## config.mk

```make
export PLATFORM = sky130hd
export DESIGN_NAME = ahb_slave_mem
export DESIGN_NICKNAME = d
export VERILOG_FILES = /design/src/rtl/integration_pkg.sv /design/src/rtl/ahb_byte_lanes.sv /design/src/rtl/ahb_slave_mem.sv
export SDC_FILE = /design/constraint.sdc
export NUM_CORES = 1
export LEC_CHECK = 0
export ABC_AREA = 1
export CORE_MARGIN = 10
export CORE_UTILIZATION = 39
export DETAILED_ROUTE_END_ITERATION = 16
export GPL_ROUTABILITY_DRIVEN = 0
export SLEW_MARGIN = 20
export SYNTH_ARGS = -nofsm -noshare
export SYNTH_HDL_FRONTEND = slang
export SYNTH_HIERARCHICAL = 1
export SYNTH_SLANG_ARGS = --single-unit
```

## constraint.sdc

```tcl
create_clock -name HCLK -period 24.3 [get_ports HCLK]
set_input_delay 3.645 -clock HCLK [delete_from_list [all_inputs] [get_ports HCLK]]
set_output_delay 3.645 -clock HCLK [all_outputs]
set_load 0.01 [all_outputs]
```

## src/rtl/integration_pkg.sv

```systemverilog
// Shared AHB types and the interconnect's slave address windows.
package integration_pkg;

  localparam int slave_number = 4;
  localparam int SLAVE_IDX_W  = $clog2(slave_number);

  // Inclusive byte windows; slave 3 is deliberately narrower than its memory.
  localparam logic [slave_number-1:0][31:0] slave_low_address  =
    {32'd96, 32'd64, 32'd32, 32'd0};
  localparam logic [slave_number-1:0][31:0] slave_high_address =
    {32'd126, 32'd95, 32'd63, 32'd31};

  typedef enum logic [1:0] {IDLE = 2'b00, BUSY = 2'b01, NONSEQ = 2'b10, SEQ = 2'b11} transfer_t;
  typedef enum logic {READ = 1'b0, WRITE = 1'b1} rw_t;
  typedef enum logic [2:0] {
    BYTE, HALFWORD, WORD, WORDx2, WORDx4, WORDx8, WORDx16, WORDx32
  } size_t;
  typedef enum logic [2:0] {
    SINGLE, INCR, WRAP4, INCR4, WRAP8, INCR8, WRAP16, INCR16
  } burst_t;
  typedef enum logic [1:0] {OKAY = 2'b00, ERROR = 2'b01, RETRY = 2'b10, SPLIT = 2'b11} resp_t;

  typedef enum bit [2:0] {S_IDLE, S_WAIT, S_LAST, S_ERR1, S_ERR2} state_t;

endpackage

```

## src/rtl/ahb_byte_lanes.sv

```systemverilog
// Little-endian lane strobes and alignment check for BYTE/HALFWORD/WORD transfers.
module ahb_byte_lanes
  import integration_pkg::*;
(
  input  logic [2:0] size_i,
  input  logic [1:0] addr_i,
  output logic [3:0] strb_o,
  output logic       misalign_o
);

  // Oversized transfers get no lanes; they are rejected by the caller.
  always_comb begin
    strb_o     = 4'b0000;
    misalign_o = 1'b0;
    case (size_i)
      BYTE:     strb_o = 4'b0001 << addr_i;
      HALFWORD: begin
        strb_o     = addr_i[1] ? 4'b1100 : 4'b0011;
        misalign_o = addr_i[0];
      end
      WORD: begin
        strb_o     = 4'b1111;
        misalign_o = |addr_i;
      end
      default: strb_o = 4'b0000;
    endcase
  end

endmodule

```

## src/rtl/ahb_slave_mem.sv

```systemverilog
// AHB slave memory for one decoder window: programmable wait states,
// two-cycle ERROR response, registered read data with write forwarding.
module ahb_slave_mem
  import integration_pkg::*;
#(
  parameter int SLAVE_ID    = 0,
  parameter int WAIT_STATES = 1,
  parameter int MEM_BYTES   = 32
) (
  input  logic        HCLK,
  input  logic        HRESET,
  input  logic        HSEL,
  input  logic [31:0] HADDR,
  input  logic [1:0]  HTRANS,
  input  logic        HWRITE,
  input  logic [2:0]  HSIZE,
  input  logic [2:0]  HBURST,
  input  logic [31:0] HWDATA,
  input  logic        HREADY,
  output logic [31:0] HRDATA,
  output logic        HREADYOUT,
  output logic [1:0]  HRESP,
  output state_t      dbg_state_o
);

  localparam int                AW    = $clog2(MEM_BYTES);
  localparam logic [SLAVE_IDX_W-1:0] SID = SLAVE_IDX_W'(SLAVE_ID);
  localparam logic [31:0]       LOW   = slave_low_address[SID];
  localparam logic [31:0]       SPAN  = slave_high_address[SID] - LOW;
  localparam logic [3:0]        WS_M1 = 4'(WAIT_STATES - 1);

  logic [7:0]    mem_q [MEM_BYTES];
  state_t        state_q, state_d;
  logic [3:0]    cnt_q, cnt_d;
  logic [AW-1:0] off_q, off_d;
  logic [3:0]    strb_q, strb_d;
  logic          write_q, write_d;
  logic [31:0]   hrdata_q;
  logic          hreadyout_q;
  resp_t         hresp_q;

  logic [31:0] diff;
  logic        accept, err, misalign;
  logic [3:0]  strb;
  logic [31:0] rd_word;
  logic        unused_bits;

  assign unused_bits = ^{HBURST, HTRANS[0]};

  ahb_byte_lanes u_lanes (
    .size_i     (HSIZE),
    .addr_i     (HADDR[1:0]),
    .strb_o     (strb),
    .misalign_o (misalign)
  );

  // Unsigned wrap makes addresses below LOW fail the span test as well.
  always_comb begin
    diff    = HADDR - LOW;
    accept  = HSEL && HREADY && HTRANS[1];
    err     = (diff > SPAN) || (HSIZE > 3'd2) || misalign;
    state_d = state_q;
    cnt_d   = cnt_q;
    off_d   = off_q;
    strb_d  = strb_q;
    write_d = write_q;
    case (state_q)
      S_WAIT: begin
        if (cnt_q == 4'd0) state_d = S_LAST;
        else               cnt_d   = cnt_q - 4'd1;
      end
      S_ERR1: state_d = S_ERR2;
      default: begin
        state_d = S_IDLE;
        if (accept) begin
          off_d   = AW'(diff);
          strb_d  = strb;
          write_d = HWRITE;
          if (err) begin
            state_d = S_ERR1;
          end else if (WAIT_STATES > 0) begin
            state_d = S_WAIT;
            cnt_d   = WS_M1;
          end else begin
            state_d = S_LAST;
          end
        end
      end
    endcase
  end

  // A write retiring on the edge that loads a read of the same word is forwarded.
  always_comb begin
    rd_word = '0;
    for (int i = 0; i < 4; i++) begin
      rd_word[8*i +: 8] = mem_q[{off_d[AW-1:2], 2'(i)}];
      if (state_q == S_LAST && write_q && strb_q[i] && off_q[AW-1:2] == off_d[AW-1:2])
        rd_word[8*i +: 8] = HWDATA[8*i +: 8];
    end
  end

  always_ff @(posedge HCLK or posedge HRESET) begin
    if (HRESET) begin
      state_q     <= S_IDLE;
      cnt_q       <= '0;
      off_q       <= '0;
      strb_q      <= '0;
      write_q     <= 1'b0;
      hrdata_q    <= '0;
      hreadyout_q <= 1'b1;
      hresp_q     <= OKAY;
    end else begin
      state_q     <= state_d;
      cnt_q       <= cnt_d;
      off_q       <= off_d;
      strb_q      <= strb_d;
      write_q     <= write_d;
      hreadyout_q <= !(state_d inside {S_WAIT, S_ERR1});
      hresp_q     <= (state_d inside {S_ERR1, S_ERR2}) ? ERROR : OKAY;
      if (state_d == S_ERR1)
        hrdata_q <= '0;
      else if (state_d == S_LAST && !write_d)
        hrdata_q <= rd_word;
    end
  end

  always_ff @(posedge HCLK or posedge HRESET) begin
    if (HRESET) begin
      for (int i = 0; i < MEM_BYTES; i++) mem_q[i] <= '0;
    end else if (state_q == S_LAST && write_q) begin
      for (int i = 0; i < 4; i++)
        if (strb_q[i]) mem_q[{off_q[AW-1:2], 2'(i)}] <= HWDATA[8*i +: 8];
    end
  end

  assign HRDATA      = hrdata_q;
  assign HREADYOUT   = hreadyout_q;
  assign HRESP       = hresp_q;
  assign dbg_state_o = state_q;

endmodule
```

# --- Word-level counts from Yosys, hierarchy flattened ---
# Cells that the tools add are included.
word_totals:
  register_bits: 307
  in_bits: 77
  output_inout_bits: 38
classes:
  add_sub_neg: 1
  order_cmp: 14
  eq_ne: 12
  shift: 1
  mux: 53
  n_bitwise: 10
  reduce_logical: 30
ops:
  columns: ["operator", "n"]
  rows:
  - ["$mux W256", 7]
  - ["$bwmux W256", 4]
  - ["$bmux W8 S5", 4]
  - ["$demux W8 S5", 4]
  - ["$mux W8", 16]
  - ["$mux W32", 2]
  - ["$ge A6 B6 Y1 const B", 8]
  - ["$not A5 Y6", 8]
  - ["$gt A32 B5 Y1 const B", 1]
  - ["$lt A6 B1 Y1 const B", 4]
  - ["$logic_and A1 B1 Y1", 16]
  - ["$mux W4", 4]
  - ["$eq A3 B2 Y1 const B", 5]
  - ["$pmux W4 S3", 1]
  - ["$mux W5", 2]
  - ["$eq A3 B1 Y1 const B", 3]
  - ["$pmux W4 S2", 1]
  - ["$reduce_bool A2 Y1", 4]
  - ["$pmux W3 S2", 1]
  - ["$logic_not A4 Y1", 1]
  - ["$mux W2", 2]
  - ["$reduce_and A4 Y1", 1]
  - ["$reduce_or A2 Y1", 2]
  - ["$shl A1 B2 Y4 const A", 1]
  - ["14 further kinds", 19]

# --- Longest topological paths before layout ---
# Gate-level depths: netlist of the first run.
depth:
  ltp_word: 16
  ltp_mapped: 13

# --- Cells and area by module ---
# Netlist of the first run, hierarchy kept.
by_module_without_submodules:
  columns: ["module", "n_inst", "cells_each", "area_per_inst_um2"]
  rows:
  - ["ahb_slave_mem", 1, 1704, 14083.5]
  - ["ahb_byte_lanes", 1, 24, 112.6]

# --- Least setup slack after synthesis of the first run ---
# OpenSTA, ideal clock, no wires.
synth_timing:
  path_type: "input port to flip-flop"
  from: "input port HSEL"
  to: "register hrdata_q[0] (netlist: HRDATA[0])"
  setup_time_ns: 0.117
  arrival_time_ns: 4.706
  slack_ns: 19.478
  path_stages: 13
  cell_sequence: "nand2_1 nor2_1 nand2_1 nand2_2 nand2_2 buf_4 buf_4 nand2_1 nand3_1 nand3_1 nand3_1 nand2_1 nand2_1"
synth_between:
  elab_chain_cells: 11
synth_rtl:
  columns: ["element", "line_no", "rtl"]
  rows:
  - ["start, declared", "ahb_slave_mem.sv:12", "input logic HSEL,"]
  - ["$logic_and A1 B1 Y1 (*) (2 in series)", "ahb_slave_mem.sv:60", "accept = HSEL && HREADY && HTRANS[1];"]
  - ["$mux W5", "ahb_slave_mem.sv:75", "if (accept) begin"]
  - ["$mux W5", "ahb_slave_mem.sv:67", "case (state_q)"]
  - ["$not A5 Y6 (not written as such)", "ahb_slave_mem.sv:96", "rd_word[8*i +: 8] = mem_q[{off_d[AW-1:2], 2'(i)}];"]
  - ["$bmux W8 S5", "ahb_slave_mem.sv:96", null]
  - ["$mux W8 (not written as such) (2 in series)", "ahb_slave_mem.sv:96", null]
  - ["$mux W8", "ahb_slave_mem.sv:97", "if (state_q == S_LAST && write_q && strb_q[i] && off_q[AW-1:2] == off_d[AW-1:2])"]
  - ["$mux W32", "ahb_slave_mem.sv:122", "else if (state_d == S_LAST && !write_d)"]
  - ["$mux W32", "ahb_slave_mem.sv:120", "if (state_d == S_ERR1)"]
  - ["end signal, assigned", "ahb_slave_mem.sv:123", "hrdata_q <= rd_word;"]
  - ["end, declared", "ahb_slave_mem.sv:38", "logic [31:0] hrdata_q;"]
# Mark *: on every way between the ends. The rest lies on a longest branch, timed or not. The select of a mux whose other input is x is not followed.
# A chain may end at the register's enable or synchronous reset.

# --- Worst setup path after layout of the first run ---
layout_timing:
  from: "input port HTRANS[1]"
  to: "register hrdata_q[29] (netlist: HRDATA[29])"
layout_between:
  elab_chain_cells: 10
layout_rtl:
  columns: ["element", "line_no", "rtl"]
  rows:
  - ["start, declared", "ahb_slave_mem.sv:14", "input logic [1:0] HTRANS,"]
  - ["$logic_and A1 B1 Y1 (*)", "ahb_slave_mem.sv:60", null]
  - ["$mux W5", "ahb_slave_mem.sv:75", null]
  - ["$mux W5", "ahb_slave_mem.sv:67", null]
  - ["$not A5 Y6 (not written as such)", "ahb_slave_mem.sv:96", null]
  - ["$bmux W8 S5", "ahb_slave_mem.sv:96", null]
  - ["$mux W8 (not written as such) (2 in series)", "ahb_slave_mem.sv:96", null]
  - ["$mux W8", "ahb_slave_mem.sv:97", null]
  - ["$mux W32", "ahb_slave_mem.sv:122", null]
  - ["$mux W32", "ahb_slave_mem.sv:120", null]
# Marks and branches as above.

==> summary.txt, run 1 <==
Most used routing layer: met2
Synth async-reset ratio: 1.00
First-pass GRT wire length: 65.0 mm
Remaining Overflow, GRT: 0
Die Span Y: 211 µm
Top cells by area, synth: dfrtp_1 54%, nand3_1 13%, nand2_1 11%
Crit path capture: HRDATA[29]
R2R Path Start: dbg_state_o[2]
DRT Pass-1 Iters: 5
Total wire length: 40.3 mm
Final Hold Vio Count: 0
Area leader, netlist: dfrtp_1
Worst reg-to-reg setup slack: 20.67 ns
Peak VDD IR: 64.3 µV
Fill cell count: 3,599
Worst Setup SP: HTRANS[1]
Vias in the first global route: 11,600
Tmin final: 6.96 ns
Final #Nets: 1,861
Clk_lat worst skew: 0.51 ns
Setup repair bufs after CTS: 0
Worst EP arrival: 7.40 ns
PostCTS Resize Cnt: 0
Worst EP required: 24.74 ns
H-tree depth: 2
Max clock buf depth: 3
Dpl cells: 2,205
Syn-to-layout area delta: 16.1%
Clock Tree Root: clkbuf_16
Clock slew at reported path FFs: 0.05 ns
Pleak: 0.00772 µW
DRC viols: 0
# IOs: 115
Register area share after synthesis: 0.538
Die footprint: 44,400 µm²
Pin count of the biggest net entering global routing: 131
Gr usage total: 0.181
Top cell type's share of synthesized area: 0.536
Status: completed
DP Area: 15,400 µm²
Sinks on Clock Net: 305
Synth Flop Type: dfrtp_1
PortBufs: 109
Post-Synthesis Net Count: 1,807
Synth warnings: 6
Setup crit end kind: register
Die Width: 211 µm
Avg Cell Area, Syn: 8.22 µm²
Fin Clk Skew: 0.0134 ns
RSZ-0062 raised after global routing: no
Met1 usage: 0.240
Final setup vio count: 0
Antenna Cells: 0
Yosys reg bits: 305
Layout cells sized above 1: 0.0544
Post-CTS Hold Buffers: 0
Cells after Synth: 1,728
Pins Over Slew Limit: 0
Reg2Reg Capture Point: HRDATA[29]
Slew HR: 0.326
DRT iter0 DRCs: 917
Sum Neg Setup Slack: 0 ns
Final Cell Area: 16,500 µm²
Core area: 35,700 µm²
Vias: 11,900
Number of buffers created by CTS: 36
# Max-Cap Violations: 0
Dpl hpwl: 23.8 mm
Drt wl/cell: 17.8 µm
Worst Path Max Fanout: 130
Worst Tran Pin Value: 1.01 ns
Post-route clock period utilization: 0.287
Fmax: 144 MHz
Synth cell types: 32
Post-Syn Area: 14,200 µm²
Cells on worst reg2reg path: 10
CP startpoint kind: input pin
Antenna violation net count after detailed routing: 0
Pwr Density: 108 nW/µm²
Type of the worst setup path: input pin to register
Post-synth EDFFs: 0
Tightest Hold Check Type: register to register
GR Layer Usage met2: 0.302
Initial Utilization: 0.397
CTS tree: done
Std cell rows: 69
Grt met3 use: 0.0325
Most instantiated cells after synthesis: 433 x nand2_1, 377 x nand3_1, 304 x dfrtp_1
Most frequent cell after synthesis: nand2_1
Initial antenna violation count: 0
Avg Vias per Cell: 5.28
Non-filler cells, final: 2,263
==> flip-flops by register name, summed over array words and instances, names as in the netlist <==
name         flops
HRDATA          32
HREADYOUT        1
HRESP            1
dbg_state_o      3
off_q            3
cnt_q            4
write_q          1
mem_q          256
strb_q           4
==> per-layer routing <==
metal  wire length, µm  up-vias
li1                  -     5841
met5                 0        -
met4               717        0
met1             17800     5722
met3              2460       53
met2             19300      322
==> placed cells by master (no fill, tap or decap), drive strengths merged <==
| cell type | n |
|---|---|
| ha | 2 |
| buf | 9 |
| nor2 | 147 |
| nor3 | 8 |
| dfstp | 1 |
| nor4 | 1 |
| nand4 | 1 |
| nand2 | 437 |
| a21oi | 104 |
| xor2 | 1 |
| nand3 | 378 |
| inv | 71 |
| nor3b | 1 |
| xnor2 | 1 |
| or2 | 6 |
| clkinv | 1 |
| o21ai | 160 |
| nand3b | 1 |
| clkdlybuf4s50 | 109 |
| conb | 1 |
| dfrtp | 304 |
| clkbuf | 58 |
==> critical path: stages <==
cell             delay (ns)
clkdlybuf4s50_1        0.47
inv_1                  0.04
nor2_1                 0.24
nand3_4                0.73
nand2_8                1.02
nand2_1                0.10
nand2_1                0.17
nand3_1                0.45
nand3_1                0.31
nand2_1                0.10
nand2_1                0.09
==> through the flow <==
| stage | total power, µW | hold WS [ns] | setup WS (ns) | utilization |
|---|---|---|---|---|
| 2_1_floorplan | 1090 | 0.442 | 12.23 | - |
| 3_3_place_gp | 1270 | 0.461 | 16.77 | 0.431 |
| 3_5_place_dp | 1280 | 0.467 | 16.78 | 0.431 |
| 4_1_cts | 1790 | 0.480 | 17.31 | 0.461 |
| 5_1_grt | 1900 | 0.493 | 17.00 | 0.461 |
| 6_report | 1780 | 0.474 | 17.34 | 0.461 |
==> where the power goes <==
group	internal [µW]	switching, µW
Combinational	227	370
Sequential	615	60.5
Clock	302	201
==> worst min path at each step <==
| stage | startpoint | end | cells past startpoint |
|---|---|---|---|
| after floorplan | strb_q[3] | strb_q[3] | 2 |
| after detailed placement | HRDATA[5] | HRDATA[5] | 2 |
| after global routing | HRDATA[12] | HRDATA[12] | 2 |
| final | HRDATA[16] | HRDATA[16] | 2 |
| after CTS | strb_q[3] | strb_q[3] | 2 |
| after global placement | strb_q[3] | strb_q[3] | 2 |
==> logic make-up (layout without fill, tap and decap cells) <==
group	after synthesis	count (layout)	synth area share
buffers and inverters	174	248	0.0605
AOI/OAI and AO/OA	264	264	0.0933
other	1	1	0.000264
DFF	305	305	0.538
adders and majority gates	2	2	0.00176
xor gates and xnor gates	2	2	0.00123
and+or+nand+nor	980	980	0.305
==> layout make-up <==
class,count,area (µm²),share of cell area
clock buffers,58,1080,0.0658
inverters,72,279,0.0169
multi-input cells,1249,5750,0.349
flip-flops and latches,305,7630,0.463
well taps,461,577,0.0350
repair buffers,118,1160,0.0703
Note: power is estimated with default switching activity, not from simulation.
==> run 2, diff against run 1 <==
clock period = 6.2 ns   (was 24.3 ns; I/O delays follow)
==> run 2 against run 1 <==
- non-clock buffer count up 3
- sequential power rose to 3.9 times the previous value
- setup slack got worse by 15 ns
==> summary.txt, run 2 (same netlist as run 1, synthesis figures left out) <==
Antenna violation net count after detailed routing: 0 (unchanged)
Initial Utilization: 0.397 (unchanged)
CTS tree: done (unchanged)
Setup crit end kind: register (unchanged)
Clock network fraction of total power: 0.291 (was 0.284)
Die Width: 211 µm (unchanged)
Crit path capture: HRDATA[25] (was HRDATA[29])
Setup ws final: 2.28 ns (was 17.34 ns)
Die footprint: 44,400 µm² (unchanged)
Syn-to-layout area delta: 16.8% (was 16.1%)
Die Span Y: 211 µm (unchanged)
Pleak: 0.00777 µW (was 0.00772 µW)
DRT Pass-1 Iters: 5 (unchanged)
Pwr Density: 423 nW/µm² (was 108 nW/µm²)
Worst reg-to-reg setup slack: 2.95 ns (was 20.67 ns)
PortBufs: 109 (unchanged)
Gr usage total: 0.180 (was 0.181)
PostCTS Resize Cnt: 0 (unchanged)
Layout cells sized above 1: 0.0609 (was 0.0544)
Drt wl/cell: 17.4 µm (was 17.8 µm)
Sum Neg Setup Slack: 0 ns (unchanged)
Clock Tree Root: clkbuf_16 (unchanged)
CP startpoint kind: input pin (unchanged)
Final #Nets: 1,862 (was 1,861)
DP Area: 15,400 µm² (about the same)
Status: completed (unchanged)
Total wire length: 39.4 mm (was 40.3 mm)
Fill cell count: 3,626 (was 3,599)
Reg2Reg Capture Point: HRDATA[25] (was HRDATA[29])
First-pass GRT wire length: 65.3 mm (was 65.0 mm)
Fin Clk Skew: 0.0138 ns (was 0.0134 ns)
Setup repair bufs after CTS: 0 (unchanged)
Vias: 11,900 (about the same)
Worst EP required: 6.58 ns (was 24.74 ns)
Sequential Power Share: 0.377 (was 0.381)
RSZ-0062 raised after global routing: no (unchanged)
Dpl hpwl: 23.8 mm (about the same)
DRC viols: 0 (unchanged)
Cells on worst reg2reg path: 12 (was 10)
Clock slew at reported path FFs: 0.06 ns (was 0.05 ns)
Peak VDD IR: 217 µV (was 64.3 µV)
Worst Path Max Fanout: 58 (was 130)
Number of buffers created by CTS: 34 (was 36)
Fmax: 255 MHz
Final core utilization: 0.464 (was 0.461)
H-tree depth: 2 (unchanged)
Register area: 7630 µm² (unchanged)
Remaining Overflow, GRT: 0 (unchanged)
Clk_lat worst skew: 0.50 ns (was 0.51 ns)
Final Cell Area: 16,600 µm² (was 16,500 µm²)
Hold path startpoint: HRDATA[3] (was HRDATA[16])
Tmin final: 3.92 ns
DRT iter0 DRCs: 931 (was 917)
# IOs: 115 (unchanged)
Combinational fraction of design power: 0.331 (was 0.336)
Post-route clock period utilization: 0.632
Vias in the first global route: 11,800 (was 11,600)
Most frequent cells in the layout: 432 x nand2_1, 376 x nand3_1, 304 x dfrtp_1, 132 x nor2_1, 112 x o21ai_0 (unchanged)
Std cell rows: 69 (unchanged)
Number of flip-flops in the largest register: 256 (unchanged)
Place WS: 1.78 ns (was 16.78 ns)
R2R Path Start: dbg_state_o[2] (unchanged)
Final setup vio count: 0 (unchanged)
Int Power: 4540 µW (was 1140 µW)
Leading cell type in the layout, fill and taps excluded: nand2_1 (unchanged)
Worst Setup SP: HTRANS[1] (unchanged)
Worst Tran Pin Value: 0.956 ns (was 1.01 ns)
Core area: 35,700 µm² (unchanged)
Tightest Hold Check Type: register to register (unchanged)
Type of the worst setup path: input pin to register (unchanged)
# Max-Cap Violations: 0 (unchanged)
Top reg by flops: mem_q (unchanged)
Sw power: 2470 µW (was 632 µW)
Sinks on Clock Net: 305 (unchanged)
Initial antenna violation count: 0 (unchanged)
Max clock buf depth: 3 (unchanged)
Slew HR: 0.362 (was 0.326)
Avg Vias per Cell: 5.24 (was 5.28)
Multi-input logic area: 5740 µm² (was 5750 µm²)
Worst EP arrival: 4.30 ns (was 7.40 ns)
Post-CTS Hold Buffers: 0 (unchanged)
Antenna Cells: 0 (unchanged)
Final Hold Vio Count: 0 (unchanged)
Total Power: 7010 µW (was 1780 µW)
Pins Over Slew Limit: 0 (unchanged)
Pin count of the biggest net entering global routing: 88 (was 131)
Switch share: 0.353 (was 0.356)
run 2: critical path: stages:
cell and delay [ns]:
clkdlybuf4s50_1 0.48, inv_1 0.04, nor2_1 0.26, nand2_1 0.26
nand2_4 0.62, nand2_4 0.55, nand2_1 0.17, nand2_1 0.13
nand3_1 0.43, nand3_1 0.25, nand2_1 0.11, nand2_1 0.05
run 2: area by class of cell:
cell class                 count  area share
timing repair buffer         121      0.0735
multi-input combinational   1249       0.346
tap                          461      0.0348
sequential                   305       0.460
clock inverter                 8     0.00566
clock buffer                  50      0.0629
inverter                      72      0.0166
run 2: power groups by stage:
stage	logic (µW)	registers, µW	clock network [µW]
after detailed placement	2340	2670	0
after CTS	2350	2640	2090
final	2320	2640	2040
after floorplan	1610	2680	0
after global routing	2660	2700	2160
after global placement	2310	2660	0
run 2: worst min path at each step:
stage / end / slack, ns / cells past startpoint
2_1_floorplan: strb_q[3] / 0.44 / 2
5_1_grt: HRDATA[4] / 0.49 / 2
4_1_cts: HRDATA[16] / 0.48 / 2
3_3_place_gp: strb_q[3] / 0.46 / 2
3_5_place_dp: HRDATA[3] / 0.47 / 2
6_report: HRDATA[3] / 0.48 / 2
run 2: per-layer routing:
| layer | track usage | up-vias | share of wire |
|---|---|---|---|
| met4 | 0.0420 | 0 | 0.019 |
| met2 | 0.300 | 290 | 0.48 |
| met5 | 0 | - | 0 |
| met3 | 0.0243 | 56 | 0.050 |
| li1 | - | 5841 | - |
| met1 | 0.243 | 5693 | 0.46 |
run 2: stage by stage:
step                      hold WS, ns  cells
after floorplan                 0.442   1728
after global placement          0.459   2208
after detailed placement        0.466   2208
after CTS                       0.482   2266
after global routing            0.493   2266
final                           0.477   2266
==> run 3, diff against run 2 <==
clock period = 3.3 ns   (was 6.2 ns; I/O delays follow)
==> run 3 against run 2 <==
- clock power rose by 86%
- sequential cell count did not move
- register-to-register slack got worse by 2.1 ns
- total power rose by 89%
- via count rose by 0.90%
- die area did not move
- sequential power rose by 88%
- non-clock buffer count rose by 14
==> summary.txt, run 3 (same netlist as run 1, synthesis figures left out) <==
Final core utilization: 0.469 (was 0.464)
Fill cell count: 3,518 (was 3,626)
Dpl hpwl: 24.8 mm (was 23.8 mm)
CTS tree: done (unchanged)
Tmin final: 2.41 ns
Gr usage total: 0.178 (was 0.180)
Total wire length: 39.4 mm (about the same)
DRC viols: 0 (unchanged)
Cells on worst reg2reg path: 11 (was 12)
Worst Path Max Fanout: 64 (was 58)
Final setup vio count: 0 (unchanged)
Initial Utilization: 0.397 (unchanged)
Fin Clk Skew: 0.0218 ns (was 0.0138 ns)
Dpl cells: 2,222 (was 2,208)
PostCTS Resize Cnt: 0 (unchanged)
Int Power: 8580 µW (was 4540 µW)
Vias in the first global route: 11,800 (about the same)
CP startpoint kind: register (was input pin)
Final #Nets: 1,877 (was 1,862)
Syn-to-layout area delta: 18.0% (was 16.8%)
Number of buffers created by CTS: 35 (was 34)
Non-filler cells, final: 2,281 (was 2,266)
Remaining Overflow, GRT: 0 (unchanged)
First-pass GRT wire length: 64.8 mm (was 65.3 mm)
Leading cell type in the layout, fill and taps excluded: nand2_1 (unchanged)
Pwr Density: 790 nW/µm² (was 423 nW/µm²)
Pin count of the biggest net entering global routing: 101 (was 88)
Die Width: 211 µm (unchanged)
Die footprint: 44,400 µm² (unchanged)
Peak VDD IR: 489 µV (was 217 µV)
Drt wl/cell: 17.3 µm (was 17.4 µm)
Sequential Power Share: 0.376 (was 0.377)
Clock Tree Root: clkbuf_16 (unchanged)
Type of the worst setup path: register to register (was input pin to register)
Fmax: 415 MHz
Core area: 35,700 µm² (unchanged)
Most frequent cells in the layout: 432 x nand2_1, 376 x nand3_1, 304 x dfrtp_1, 132 x nor2_1, 112 x o21ai_0 (unchanged)
Max clock buf depth: 3 (unchanged)
DRT iter0 DRCs: 996 (was 931)
Antenna Cells: 0 (unchanged)
# Max-Cap Violations: 0 (unchanged)
Number of flip-flops in the largest register: 256 (unchanged)
Setup repair bufs after CTS: 0 (unchanged)
Clock network fraction of total power: 0.288 (was 0.291)
Std cell rows: 69 (unchanged)
Critical Path Slowest Stage Cell: buf_4 (was nand2_4)
CP cell instances: inv_1 -> nand2_1 -> nand2_1 -> nand2_1 -> nand2_2 -> buf_4 -> nand3_1 -> nand3_1 -> nand3_1 -> nand2_1 -> nand2_1 (was clkdlybuf4s50_1 -> inv_1 -> nor2_1 -> nand2_1 -> nand2_4 -> nand2_4 -> nand2_1 -> nand2_1 -> nand3_1 -> nand3_1 -> nand2_1 -> nand2_1)
Layout cells sized above 1: 0.0654 (was 0.0609)
Max incr delay on CP: 0.72 ns (was 0.62 ns)
Most used cell along the critical path: nand2_1 (unchanged)
Worst EP required: 3.69 ns (was 6.58 ns)
Clock slew at reported path FFs: 0.06 ns (about the same)
Slew HR: 0.391 (was 0.362)
Setup crit end kind: register (unchanged)
Combinational fraction of design power: 0.337 (was 0.331)
Initial antenna violation count: 0 (unchanged)
Antenna violation net count after detailed routing: 0 (unchanged)
Worst EP arrival: 2.80 ns (was 4.30 ns)
H-tree depth: 2 (unchanged)
Post-CTS Hold Buffers: 0 (unchanged)
Top reg by flops: mem_q (unchanged)
Sinks on Clock Net: 305 (unchanged)
Pleak: 0.00786 µW (was 0.00777 µW)
Worst Tran Pin Value: 0.914 ns (was 0.956 ns)
RSZ-0062 raised after global routing: no (unchanged)
Tightest Hold Check Type: input pin to async pin (was register to register)
Final Hold Vio Count: 0 (unchanged)
# IOs: 115 (unchanged)
Clk_lat worst skew: 0.51 ns (was 0.50 ns)
Post-route clock period utilization: 0.730
Sw power: 4650 µW (was 2470 µW)
Status: completed (unchanged)
PortBufs: 109 (unchanged)
DRT Pass-1 Iters: 5 (unchanged)
Pins Over Slew Limit: 0 (unchanged)
Vias: 12,000 (was 11,900)
Switch share: 0.351 (was 0.353)
Avg Vias per Cell: 5.26 (was 5.24)
Die Span Y: 211 µm (unchanged)
run 3: path summary, 6_finish.rpt:
check,endpoint,slack (ns),start
worst max-delay path,HRDATA[3],0.89,dbg_state_o[2]
worst min-delay path,HRDATA[18],0.39,HRESET
worst max register to register,HRDATA[3],0.89,dbg_state_o[2]
worst min register to register,HRDATA[17],0.48,HRDATA[17]
max in group asynchronous,mem_q[61],2.07,HRESET
min in group HCLK,HRDATA[17],0.48,HRDATA[17]
run 3: cell type report:
type | instances | area [µm²] | share of cell area
well taps | 461 | 577 | 0.0344
inverters | 72 | 274 | 0.0164
repair buffers | 135 | 1410 | 0.0842
clock buffers | 55 | 1050 | 0.0627
multi-input cells | 1249 | 5740 | 0.342
clock inverters | 4 | 73.8 | 0.00441
flip-flops and latches | 305 | 7630 | 0.456
run 3: per-layer routing:
metal	global-route usage	vias up	wire (µm)
li1	-	5880	-
met1	0.239	5706	17200
met2	0.292	342	18700
met3	0.0277	59	2480
met4	0.0534	0	967
met5	0	-	0
run 3: power groups by stage:
stage / combinational (µW) / clock [µW] / sequential (µW)
after detailed placement: 4480 / 0 / 5030
after floorplan: 3020 / 0 / 5040
after global routing: 5050 / 4050 / 5070
after global placement: 4440 / 0 / 5000
final: 4460 / 3800 / 4970
after CTS: 4500 / 3890 / 4970
run 3: metrics by stage:
step           area, µm²  TNS [ns]  hold WS [ns]  total power, µW  worst slack, ns
2_1_floorplan      14200   -380.52         0.442             8060            -1.25
3_3_place_gp       15600         0         0.463             9440            0.417
3_5_place_dp       15600         0         0.467             9510            0.445
4_1_cts            16800         0         0.395            13400            0.890
5_1_grt            16800         0         0.420            14200            0.693
6_report           16800         0         0.386            13200            0.892
run 3: critical path: cells and delay by family (launching register included):
kind                   cells  cell delay [ns]
buffers and inverters      2             0.80
AND/OR/NAND/NOR            9             1.10
flip-flops                 1             0.39
